**config.mk**
```make
export PLATFORM = sky130hd
export DESIGN_NAME = estagio_execucao
export DESIGN_NICKNAME = d
export VERILOG_FILES = /design/src/rtl/estagio_execucao_pkg.sv /design/src/rtl/estagio_execucao_mult_div_iterativo.sv /design/src/rtl/estagio_execucao.sv
export SDC_FILE = /design/constraint.sdc
export NUM_CORES = 1
export LEC_CHECK = 0
export CORE_ASPECT_RATIO = 1.2
export CORE_UTILIZATION = 40
export DETAILED_ROUTE_END_ITERATION = 12
export DONT_BUFFER_PORTS = 1
export RECOVER_POWER = 100
export REMOVE_ABC_BUFFERS = 1
export SLEW_MARGIN = 0
export SYNTH_ARGS = -nofsm -noshare
export SYNTH_HDL_FRONTEND = slang
export SYNTH_SLANG_ARGS = --single-unit
```
**constraint.sdc**
```tcl
create_clock -name clock -period 6.5 [get_ports clock]
set_clock_uncertainty 0.1 [all_clocks]
set_input_delay 0.975 -clock clock [delete_from_list [all_inputs] [get_ports clock]]
set_output_delay 0.975 -clock clock [all_outputs]
set_load 0.05 [all_outputs]
```
**src/rtl/estagio_execucao_pkg.sv**
```systemverilog
// Shared definitions for the execute stage: ALU operation codes, mult/div
// FSM state encoding and a small op-classification helper.
package pacote_exec;

    localparam logic [4:0] ALU_OP_ADD   = 5'd0;
    localparam logic [4:0] ALU_OP_SUB   = 5'd1;
    localparam logic [4:0] ALU_OP_AND   = 5'd2;
    localparam logic [4:0] ALU_OP_OR    = 5'd3;
    localparam logic [4:0] ALU_OP_XOR   = 5'd4;
    localparam logic [4:0] ALU_OP_NOR   = 5'd5;
    localparam logic [4:0] ALU_OP_SLT   = 5'd6;
    localparam logic [4:0] ALU_OP_SLTU  = 5'd7;
    localparam logic [4:0] ALU_OP_SLL   = 5'd8;
    localparam logic [4:0] ALU_OP_SRL   = 5'd9;
    localparam logic [4:0] ALU_OP_SRA   = 5'd10;
    localparam logic [4:0] ALU_OP_LUI   = 5'd11;
    localparam logic [4:0] ALU_OP_MULT  = 5'd12;
    localparam logic [4:0] ALU_OP_MULTU = 5'd13;
    localparam logic [4:0] ALU_OP_DIV   = 5'd14;
    localparam logic [4:0] ALU_OP_DIVU  = 5'd15;
    localparam logic [4:0] ALU_OP_MFHI  = 5'd16;
    localparam logic [4:0] ALU_OP_MFLO  = 5'd17;

    // Iterative mult/div unit states
    typedef enum logic [1:0] {
        OCIOSO  = 2'd0,
        OCUPADO = 2'd1,
        FIM     = 2'd2
    } estado_md_t;

    // True for the four ops handled by the iterative unit
    function automatic logic eh_mult_div(input logic [4:0] op);
        return (op == ALU_OP_MULT) || (op == ALU_OP_MULTU) ||
               (op == ALU_OP_DIV)  || (op == ALU_OP_DIVU);
    endfunction

endpackage

```
**src/rtl/estagio_execucao_mult_div_iterativo.sv**
```systemverilog
// Iterative MULT/MULTU/DIV/DIVU unit. Signed ops work on magnitudes and fix
// the signs when HI/LO are produced. One shift-add (mult) or restoring
// subtract (div) step per OCUPADO cycle; `done` pulses in the last step and
// hi/lo are valid during that cycle only.
module mult_div_iterativo
    import pacote_exec::*;
#(
    parameter int LARGURA   = 32,
    parameter int CICLOS_MD = 32
)
(
    input  logic               clock,
    input  logic               reset,
    input  logic               start,
    input  logic               abort,
    input  logic               op_div,
    input  logic               op_signed,
    input  logic [LARGURA-1:0] a,
    input  logic [LARGURA-1:0] b,
    output estado_md_t         estado,
    output logic               done,
    output logic [LARGURA-1:0] hi,
    output logic [LARGURA-1:0] lo
);

    localparam int CW = (CICLOS_MD > 1) ? $clog2(CICLOS_MD) : 1;
    localparam logic [CW-1:0] ULTIMO = CW'(CICLOS_MD - 1);

    estado_md_t           estado_reg, estado_next;
    logic [CW-1:0]        contador_reg, contador_next;
    // mult: {partial product, multiplier}; div: {remainder, quotient}
    logic [2*LARGURA-1:0] acc_reg, acc_next;
    logic [LARGURA-1:0]   operando_reg;
    logic [LARGURA-1:0]   dividendo_reg;
    logic                 eh_div_reg;
    logic                 neg_q_reg;
    logic                 neg_r_reg;
    logic                 div_zero_reg;

    logic                 aceita;
    logic [LARGURA-1:0]   mag_a, mag_b;
    logic [LARGURA:0]     soma_mult;
    logic [LARGURA:0]     deslocado, diferenca;
    logic [LARGURA-1:0]   resto;
    logic [2*LARGURA-1:0] passo_mult, passo_div, passo, produto;
    logic [LARGURA-1:0]   quoc, rest;

    assign aceita = (estado_reg == OCIOSO) && start;
    assign mag_a  = (op_signed && a[LARGURA-1]) ? -a : a;
    assign mag_b  = (op_signed && b[LARGURA-1]) ? -b : b;
    assign estado = estado_reg;

    // One iteration of either algorithm, computed from the current accumulator
    always_comb begin
        soma_mult  = {1'b0, acc_reg[2*LARGURA-1:LARGURA]} +
                     (acc_reg[0] ? {1'b0, operando_reg} : '0);
        passo_mult = {soma_mult, acc_reg[LARGURA-1:1]};
        deslocado  = {acc_reg[2*LARGURA-1:LARGURA], acc_reg[LARGURA-1]};
        diferenca  = deslocado - {1'b0, operando_reg};
        resto      = diferenca[LARGURA] ? deslocado[LARGURA-1:0] : diferenca[LARGURA-1:0];
        passo_div  = {resto, acc_reg[LARGURA-2:0], ~diferenca[LARGURA]};
        passo      = eh_div_reg ? passo_div : passo_mult;
    end

    // Sign correction and divide-by-zero override on the final step
    always_comb begin
        produto = neg_q_reg ? -passo : passo;
        quoc    = passo[LARGURA-1:0];
        rest    = passo[2*LARGURA-1:LARGURA];
        if (eh_div_reg) begin
            lo = div_zero_reg ? '1 : (neg_q_reg ? -quoc : quoc);
            hi = div_zero_reg ? dividendo_reg : (neg_r_reg ? -rest : rest);
        end else begin
            hi = produto[2*LARGURA-1:LARGURA];
            lo = produto[LARGURA-1:0];
        end
    end

    // Next-state logic: accept, iterate, finish, or abort on flush
    always_comb begin
        estado_next   = estado_reg;
        contador_next = contador_reg;
        acc_next      = acc_reg;
        done          = 1'b0;
        case (estado_reg)
            OCIOSO: begin
                if (start) begin
                    estado_next   = OCUPADO;
                    contador_next = '0;
                    acc_next      = {{LARGURA{1'b0}}, mag_a};
                end
            end
            OCUPADO: begin
                if (abort) begin
                    estado_next   = OCIOSO;
                    contador_next = '0;
                end else begin
                    acc_next      = passo;
                    contador_next = contador_reg + CW'(1);
                    if (contador_reg == ULTIMO) begin
                        done          = 1'b1;
                        estado_next   = FIM;
                        contador_next = '0;
                    end
                end
            end
            FIM: begin
                estado_next = OCIOSO;
            end
            default: begin
                estado_next = OCIOSO;
            end
        endcase
    end

    // State, counter, accumulator and operand capture
    always_ff @(posedge clock) begin
        if (reset) begin
            estado_reg    <= OCIOSO;
            contador_reg  <= '0;
            acc_reg       <= '0;
            operando_reg  <= '0;
            dividendo_reg <= '0;
            eh_div_reg    <= 1'b0;
            neg_q_reg     <= 1'b0;
            neg_r_reg     <= 1'b0;
            div_zero_reg  <= 1'b0;
        end else begin
            estado_reg   <= estado_next;
            contador_reg <= contador_next;
            acc_reg      <= acc_next;
            if (aceita) begin
                operando_reg  <= mag_b;
                dividendo_reg <= a;
                eh_div_reg    <= op_div;
                neg_q_reg     <= op_signed && (a[LARGURA-1] ^ b[LARGURA-1]);
                neg_r_reg     <= op_signed && a[LARGURA-1];
                div_zero_reg  <= (b == '0);
            end
        end
    end

endmodule

```
**src/rtl/estagio_execucao.sv**
```systemverilog
// MIPS32 execute stage: single-cycle ALU, HI/LO registers, EX/MEM register
// and the stall request while the iterative mult/div unit is busy.
// Optional build macro EXEC_OVERFLOW_TRAP_EN adds signed-overflow trapping
// on ADD/SUB and the excecao_overflow output.
module estagio_execucao
    import pacote_exec::*;
#(
    parameter int LARGURA   = 32,
    parameter int CICLOS_MD = 32
)
(
    input  logic               clock,
    input  logic               reset,
    input  logic               in_valido,
    input  logic [4:0]         in_alu_op,
    input  logic [LARGURA-1:0] in_a,
    input  logic [LARGURA-1:0] in_b,
    input  logic [4:0]         in_shamt,
    input  logic [4:0]         in_rd,
    input  logic               in_reg_write,
    input  logic               limpar,
    output logic               parada,
    output logic               out_valido,
    output logic [LARGURA-1:0] out_resultado,
    output logic [4:0]         out_rd,
    output logic               out_reg_write
`ifdef EXEC_OVERFLOW_TRAP_EN
    ,
    output logic               excecao_overflow
`endif
);

    logic [LARGURA-1:0] hi_reg, lo_reg;
    logic [LARGURA-1:0] md_hi, md_lo;
    logic               md_done;
    estado_md_t         md_estado;
    logic               inicio_md;
    logic               op_div, op_signed;
    logic [LARGURA-1:0] soma, diferenca;
    logic [LARGURA-1:0] resultado_alu;

    logic               out_valido_reg;
    logic [LARGURA-1:0] out_resultado_reg;
    logic [4:0]         out_rd_reg;
    logic               out_reg_write_reg;

    assign inicio_md = in_valido && eh_mult_div(in_alu_op) && !limpar;
    assign op_div    = (in_alu_op == ALU_OP_DIV)  || (in_alu_op == ALU_OP_DIVU);
    assign op_signed = (in_alu_op == ALU_OP_MULT) || (in_alu_op == ALU_OP_DIV);
    assign parada    = ((md_estado == OCIOSO) && inicio_md) || (md_estado == OCUPADO);
    assign soma      = in_a + in_b;
    assign diferenca = in_a - in_b;

    assign out_valido    = out_valido_reg;
    assign out_resultado = out_resultado_reg;
    assign out_rd        = out_rd_reg;
    assign out_reg_write = out_reg_write_reg;

    mult_div_iterativo #(
        .LARGURA   (LARGURA),
        .CICLOS_MD (CICLOS_MD)
    ) u_mult_div (
        .clock     (clock),
        .reset     (reset),
        .start     (inicio_md),
        .abort     (limpar),
        .op_div    (op_div),
        .op_signed (op_signed),
        .a         (in_a),
        .b         (in_b),
        .estado    (md_estado),
        .done      (md_done),
        .hi        (md_hi),
        .lo        (md_lo)
    );

    // Single-cycle ALU result; shifts and LUI operate on the rt/immediate operand
    always_comb begin
        resultado_alu = '0;
        case (in_alu_op)
            ALU_OP_ADD:  resultado_alu = soma;
            ALU_OP_SUB:  resultado_alu = diferenca;
            ALU_OP_AND:  resultado_alu = in_a & in_b;
            ALU_OP_OR:   resultado_alu = in_a | in_b;
            ALU_OP_XOR:  resultado_alu = in_a ^ in_b;
            ALU_OP_NOR:  resultado_alu = ~(in_a | in_b);
            ALU_OP_SLT:  resultado_alu = {{(LARGURA-1){1'b0}}, ($signed(in_a) < $signed(in_b))};
            ALU_OP_SLTU: resultado_alu = {{(LARGURA-1){1'b0}}, (in_a < in_b)};
            ALU_OP_SLL:  resultado_alu = in_b << in_shamt;
            ALU_OP_SRL:  resultado_alu = in_b >> in_shamt;
            ALU_OP_SRA:  resultado_alu = $unsigned($signed(in_b) >>> in_shamt);
            ALU_OP_LUI:  resultado_alu = {in_b[15:0], {(LARGURA-16){1'b0}}};
            ALU_OP_MFHI: resultado_alu = hi_reg;
            ALU_OP_MFLO: resultado_alu = lo_reg;
            default:     resultado_alu = '0;
        endcase
    end

`ifdef EXEC_OVERFLOW_TRAP_EN
    logic overflow;
    logic excecao_reg;

    assign excecao_overflow = excecao_reg;

    // Signed overflow: operands' signs make overflow possible and result sign flips
    always_comb begin
        overflow = 1'b0;
        if (in_alu_op == ALU_OP_ADD)
            overflow = (in_a[LARGURA-1] == in_b[LARGURA-1]) && (soma[LARGURA-1] != in_a[LARGURA-1]);
        else if (in_alu_op == ALU_OP_SUB)
            overflow = (in_a[LARGURA-1] != in_b[LARGURA-1]) && (diferenca[LARGURA-1] != in_a[LARGURA-1]);
    end
`endif

    // HI/LO are written only by a completed, unflushed mult/div
    always_ff @(posedge clock) begin
        if (reset) begin
            hi_reg <= '0;
            lo_reg <= '0;
        end else if (md_done) begin
            hi_reg <= md_hi;
            lo_reg <= md_lo;
        end
    end

    // EX/MEM register: flush beats everything, stall cycles insert bubbles
    always_ff @(posedge clock) begin
        if (reset || limpar) begin
            out_valido_reg    <= 1'b0;
            out_resultado_reg <= '0;
            out_rd_reg        <= '0;
            out_reg_write_reg <= 1'b0;
`ifdef EXEC_OVERFLOW_TRAP_EN
            excecao_reg       <= 1'b0;
`endif
        end else if (md_estado == FIM) begin
            out_valido_reg    <= 1'b1;
            out_resultado_reg <= '0;
            out_rd_reg        <= in_rd;
            out_reg_write_reg <= 1'b0;
`ifdef EXEC_OVERFLOW_TRAP_EN
            excecao_reg       <= 1'b0;
`endif
        end else if (parada || !in_valido) begin
            out_valido_reg    <= 1'b0;
            out_resultado_reg <= '0;
            out_rd_reg        <= '0;
            out_reg_write_reg <= 1'b0;
`ifdef EXEC_OVERFLOW_TRAP_EN
            excecao_reg       <= 1'b0;
`endif
        end else begin
            out_valido_reg    <= 1'b1;
            out_resultado_reg <= resultado_alu;
            out_rd_reg        <= in_rd;
`ifdef EXEC_OVERFLOW_TRAP_EN
            out_reg_write_reg <= in_reg_write && !overflow;
            excecao_reg       <= overflow;
`else
            out_reg_write_reg <= in_reg_write;
`endif
        end
    end

endmodule

```
Yosys cells after proc, flatten, opt, wreduce, memory -nomap -nowiden. Index checks and enable logic that the tools add are counted.

Bits in registers: 242. Latch bits: 0. Bits in writable memories: 0. ROM bits: 0. Word-level logic and storage cells: 114. Memories kept: 0.

Add/subtract/negate cells: 10. Multiply operators: 0. Div/mod/pow operators: 0. Order comparisons: 2. Eq/ne operators: 23. Shift-type cells: 3. Mux-type cells: 31. Bitwise logic cells: 6. Reduce and logical (&&, ||, !) cells: 24.

Operators by type and width (count): 32-bit case mux with 14 select lines (1); 32-bit 2-to-1 mux (10); 64-bit 2-to-1 mux (4); 32-bit negation (4); 64-bit case mux with 2 select lines (1); 32-bit < comparator (2); 64-bit negation (1); 5-bit by 4-bit equality test with 1-bit output, second input constant (8); 32-bit by 33-bit adder with 33-bit output (1); 33-bit by 32-bit subtractor with 33-bit output (1); 32-bit adder (1); 32-bit AND (1); 32-bit logical NOT (1); 32-bit NOT (1); 32-bit OR (1); 32-bit by 5-bit << shifter with 32-bit output (1); 32-bit by 5-bit >> shifter with 32-bit output (1); 32-bit by 5-bit >>> shifter with 32-bit output (1); 32-bit subtractor (1); 32-bit bitwise XOR (1); 5-bit 2-to-1 mux (5); 5-bit by 3-bit equality test with 1-bit output, second input constant (4); 5-bit equality test, second input constant (3); 5-bit by 2-bit equality test with 1-bit output, second input constant (2); other kinds (22) (42).

Longest topological paths before layout.
Word-level depth: 11. Gate-level depth with buffers: 26. Mapped depth without buffers: 25.

Modules after synthesis. A second synthesis with hierarchy kept.

Cell total of the unflattened synthesis: 3897. Area, all modules: 27812.9 um^2.

By module, submodules not included: mult_div_iterativo (instances 1, cells an instance 2171, area an instance 15097.0 um^2, seq. area each 2782.7 um^2); estagio_execucao (instances 1, cells an instance 1726, area an instance 12715.9 um^2, seq. area each 2062.0 um^2).

Worst setup path after synthesis. OpenSTA, ideal clock, no wires.

Path kind: register -> register. Start: register u_mult_div.acc_reg[31]. End: register hi_reg[12]. Setup time: 0.116 ns. Data arrival time: 5.613 ns. Data required time: 6.284 ns. Setup slack: 0.671 ns. Cell stages (with the launch flop): 26. Path buffers: 2. Clock period less this slack: 5.829 ns. Cell sequence: dfxtp_1 -> inv_1 -> ha_1 -> inv_1 -> fa_1 -> a211oi_2 -> nor3_2 -> nor3b_2 -> nor4_4 -> o21ai_2 -> buf_6 -> a21oi_1 -> nor3_1 -> ha_1 -> o2111ai_1 -> or2_1 -> or4_4 -> nor2_2 -> nand3_2 -> or2_1 -> or3_4 -> clkbuf_1 -> o41ai_1 -> xnor2_1 -> nand2_1 -> a31o_2.

Longest elaborated chain between the ends: 7.

Ends and longest elaborated chain: start: declaration (RTL line estagio_execucao_mult_div_iterativo.sv:32) `logic [2*LARGURA-1:0] acc_reg, acc_next;`; start signal: assignment (RTL line estagio_execucao_mult_div_iterativo.sv:131) `acc_reg <= acc_next;`; 33-bit by 32-bit subtractor with 33-bit output (RTL line estagio_execucao_mult_div_iterativo.sv:59) `diferenca = deslocado - {1'b0, operando_reg};`; 32-bit 2-to-1 mux (RTL line estagio_execucao_mult_div_iterativo.sv:60) `resto = diferenca[LARGURA] ? deslocado[LARGURA-1:0] : diferenca[LARGURA-1:0];`; 64-bit 2-to-1 mux * (RTL line estagio_execucao_mult_div_iterativo.sv:62) `passo = eh_div_reg ? passo_div : passo_mult;`; 32-bit negation (RTL line estagio_execucao_mult_div_iterativo.sv:72) `hi = div_zero_reg ? dividendo_reg : (neg_r_reg ? -rest : rest);`; 32-bit 2-to-1 mux (2 in series) (RTL line estagio_execucao_mult_div_iterativo.sv:72); 32-bit 2-to-1 mux * (RTL line estagio_execucao_mult_div_iterativo.sv:70) `if (eh_div_reg) begin`; end signal: assignment (RTL line estagio_execucao.sv:121) `hi_reg <= md_hi;`; end: declaration (RTL line estagio_execucao.sv:33) `logic [LARGURA-1:0] hi_reg, lo_reg;`.

Every way passes the cells marked *; elsewhere a longest branch is shown, timed or not. A chain may end at the register's enable or synchronous reset.

Worst setup path in the final report.
Start: register u_mult_div.acc_reg[31]. End: register hi_reg[26].

Same word-level chain as after synthesis.

==> run_results.csv <==
group,metric,value,unit
final_layout,fin_util,0.430,
power_and_ir_drop,p_leak,10.8,nW
timing,worstMarginPinSlew,2.15,ns
synth,synth-seq-area-share,0.186,
placement,gp_routability_congestion,1.03,
grt,use_met1,0.379,
final_layout,drive_above_1_share,0.0730,
grt,grt_max_degree,202,
routing,avgViaCountPerCell,6.44,
synth,yosysUniqueCellTypes,105,
grt,first_global_vias,26561,
synth,ys_seq_elements,242,
run_status,status,"finished, violations left",
final_layout,fin_cells,4345,
timing,period_needed,6.27,ns
cts,clk_path_buf_depth,3,
floorplanning,die-area,66000,um2
floorplanning,ioPinCount,124,
floorplanning,chipHeight,281,um
grt,antenna_found_initial,2,
timing,clock.fmax,160,MHz
grt,met2_usage,0.586,
cts,cts_hold_buf,0,
synth,synthTopCellsByArea,"dfxtp_1 (19%), ha_1 (8.0%), a21oi_1 (6.1%), nor2_1 (6.0%), mux2i_1 (5.5%)",
synth,yosysWarnings,0,
placement,dp_hpwl,87800,um
synth,synth-edff-count,0,
grt,grt-ovfl-total,0,
routing,drt-initial-drc-count,2572,
synth,synth-async-reset-ratio,0,
floorplanning,rows,102,
timing,fin_crit_sh,0.964,
final_layout,final_common_cell,"nor2_1",
routing,antenna_left,0,
timing,finalSetupTns,0,ns
synth,syn_area,26000,um2
min_path,hold_path_class,"in -> reg",
timing,setup_viol,0,
synth,synth_top_area_frac,0.186,
setup_path,worstSetupPathType,"reg -> reg",
grt,grt.busiest_layer,"met2",
routing,wl,116000,um
setup_path,timing.critical_path.from_type,"flop",
placement,place_inst,4287,
timing,fin_hold_ws,0.345,ns
setup_path,end_kind,"flop",
job,cap_violations,3,
run_status,violations,"max-capacitance violations, max-slew violations",
timing,drv_slew,129,
cts,clkTransAtPathRegs,0.06,ns
grt,track_usage,0.338,
grt,grt_pass1_wl,170000,um
cts,cts_num_sinks,242,
timing,hold_viol,0,
timing,slew_headroom,-0.435,
power_and_ir_drop,total_power,4.53,mW
cts,post-cts-setup-buffers,0,
floorplanning,start_util,0.404,
power_and_ir_drop,power_density,163,nW/um2
setup_path,cp.arrival,6.63,ns
cts,clock_latency,0.61,ns
synth,ys.flop_type,"dfxtp_1",
synth,synthCells,3629,
routing,drc,0,
routing,vias,27980,
routing,avgRoutedWirePerCell,26.7,um
timing,rsz0062_at_grt,"true",
power_and_ir_drop,peakVddDrop,296,uV
cts,cts_resized,0,
grt,met3_usage,0.0587,
routing,dr.pass1.iters,6,
cts,cts_tree,"done",
cts,htree_levels,1,
setup_path,crit_fanout,4,
final_layout,syn2layout_area_growth,6.61,%
floorplanning,core-area,64400,um2
final_layout,nNetsFinal,3740,
floorplanning,die_w,235,um
placement,io_buffers,0,
synth,syn_avg_cell_area,7.17,um2
final_layout,layout_common_cells,"nor2_1 (409), nand2_1 (380), a21oi_1 (317)",
final_layout,largest_reg_flops,64,
cts,cts_root_buffer,"clkbuf_16",
cts,numCtsBuffers,29,
synth,synth.largest_area_cell,"dfxtp_1",
setup_path,required,6.86,ns
-- through the flow --
stage / instance area (um2) / worst slack [ns]
global route: 27700 / -0.00850
floorplan: 25000 / -7.44
finish: 27700 / 0.233
detailed placement: 26700 / 0.150
CTS: 27800 / 0.103
global placement: 26700 / 0.243
-- cell families after synthesis --
group                    after synthesis  share of synthesized area
multiplexers                         184                     0.0768
AO/OA/AOI/OAI                       1215                      0.311
buffers and inverters                404                     0.0611
XOR/XNOR                             183                     0.0616
AND/OR/NAND/NOR                     1231                      0.220
adder cells (fa/ha/maj)              170                     0.0829
flip-flops                           242                      0.186
-- worst max-delay path, cell delays in order, from the launching register on --
cell,delay (ns)
dfxtp_1,0.31
inv_1,0.10
ha_1,0.18
inv_1,0.06
fa_1,0.46
a211oi_2,0.31
nor3_2,0.13
nor3b_4,0.32
nor4_4,0.09
o21ai_2,0.15
a21oi_1,0.13
nor3_2,0.37
ha_1,0.28
o2111ai_1,0.15
or2_1,0.30
or4_4,0.50
nor2_2,0.22
nand3_2,0.12
or2_1,0.30
or3_4,0.37
nor3_2,0.11
nand4_1,0.27
o31ai_1,0.37
xnor2_1,0.12
a221oi_2,0.24
a21oi_1,0.09
-- metal layers --
| layer | vias up | part of all wire |
|---|---|---|
| li1 | 13020 | - |
| met1 | 13385 | 0.37 |
| met3 | 333 | 0.074 |
| met4 | 0 | 0.075 |
| met5 | - | 0 |
| met2 | 1242 | 0.48 |
-- cell type report --
type / instances / area [um2]
Antenna cell: 6 / 15.0
Sequential cell: 242 / 4850
Fill cell: 6724 / 36700
Tap cell: 832 / 1040
Timing Repair Buffer: 78 / 553
Multi-Input combinational cell: 2983 / 19600
Inverter: 152 / 571
Clock buffer: 37 / 817
Clock inverter: 15 / 238
-- power breakdown --
part	leakage [nW]	switching, mW	internal, mW
Sequential	1.95	0.0297	1.50
Clock	0.515	0.739	1.12
Combinational	8.32	0.744	0.397
-- Yosys cell counts, drive strengths merged (80+ instances only) --
| cell | n |
|---|---|
| nor2 | 415 |
| nand2 | 382 |
| a21oi | 320 |
| dfxtp | 242 |
| o21ai | 234 |
| clkbuf | 199 |
| ha | 166 |
| inv | 151 |
| mux2i | 144 |
| xnor2 | 139 |
| a211oi | 136 |
| nor3 | 92 |
| nand3 | 80 |
-- path summary, 6_finish.rpt --
check	startpoint	to	slack (ns)	cells past startpoint
setup / recovery	u_mult_div.acc_reg[31]	hi_reg[26]	0.23	25
hold / removal	reset	u_mult_div.acc_reg[5]	0.34	1
setup reg to reg	u_mult_div.acc_reg[31]	hi_reg[26]	0.23	25
hold reg to reg	u_mult_div.dividendo_reg[31]	u_mult_div.dividendo_reg[31]	0.35	2
(Power assumes the default switching activity.)
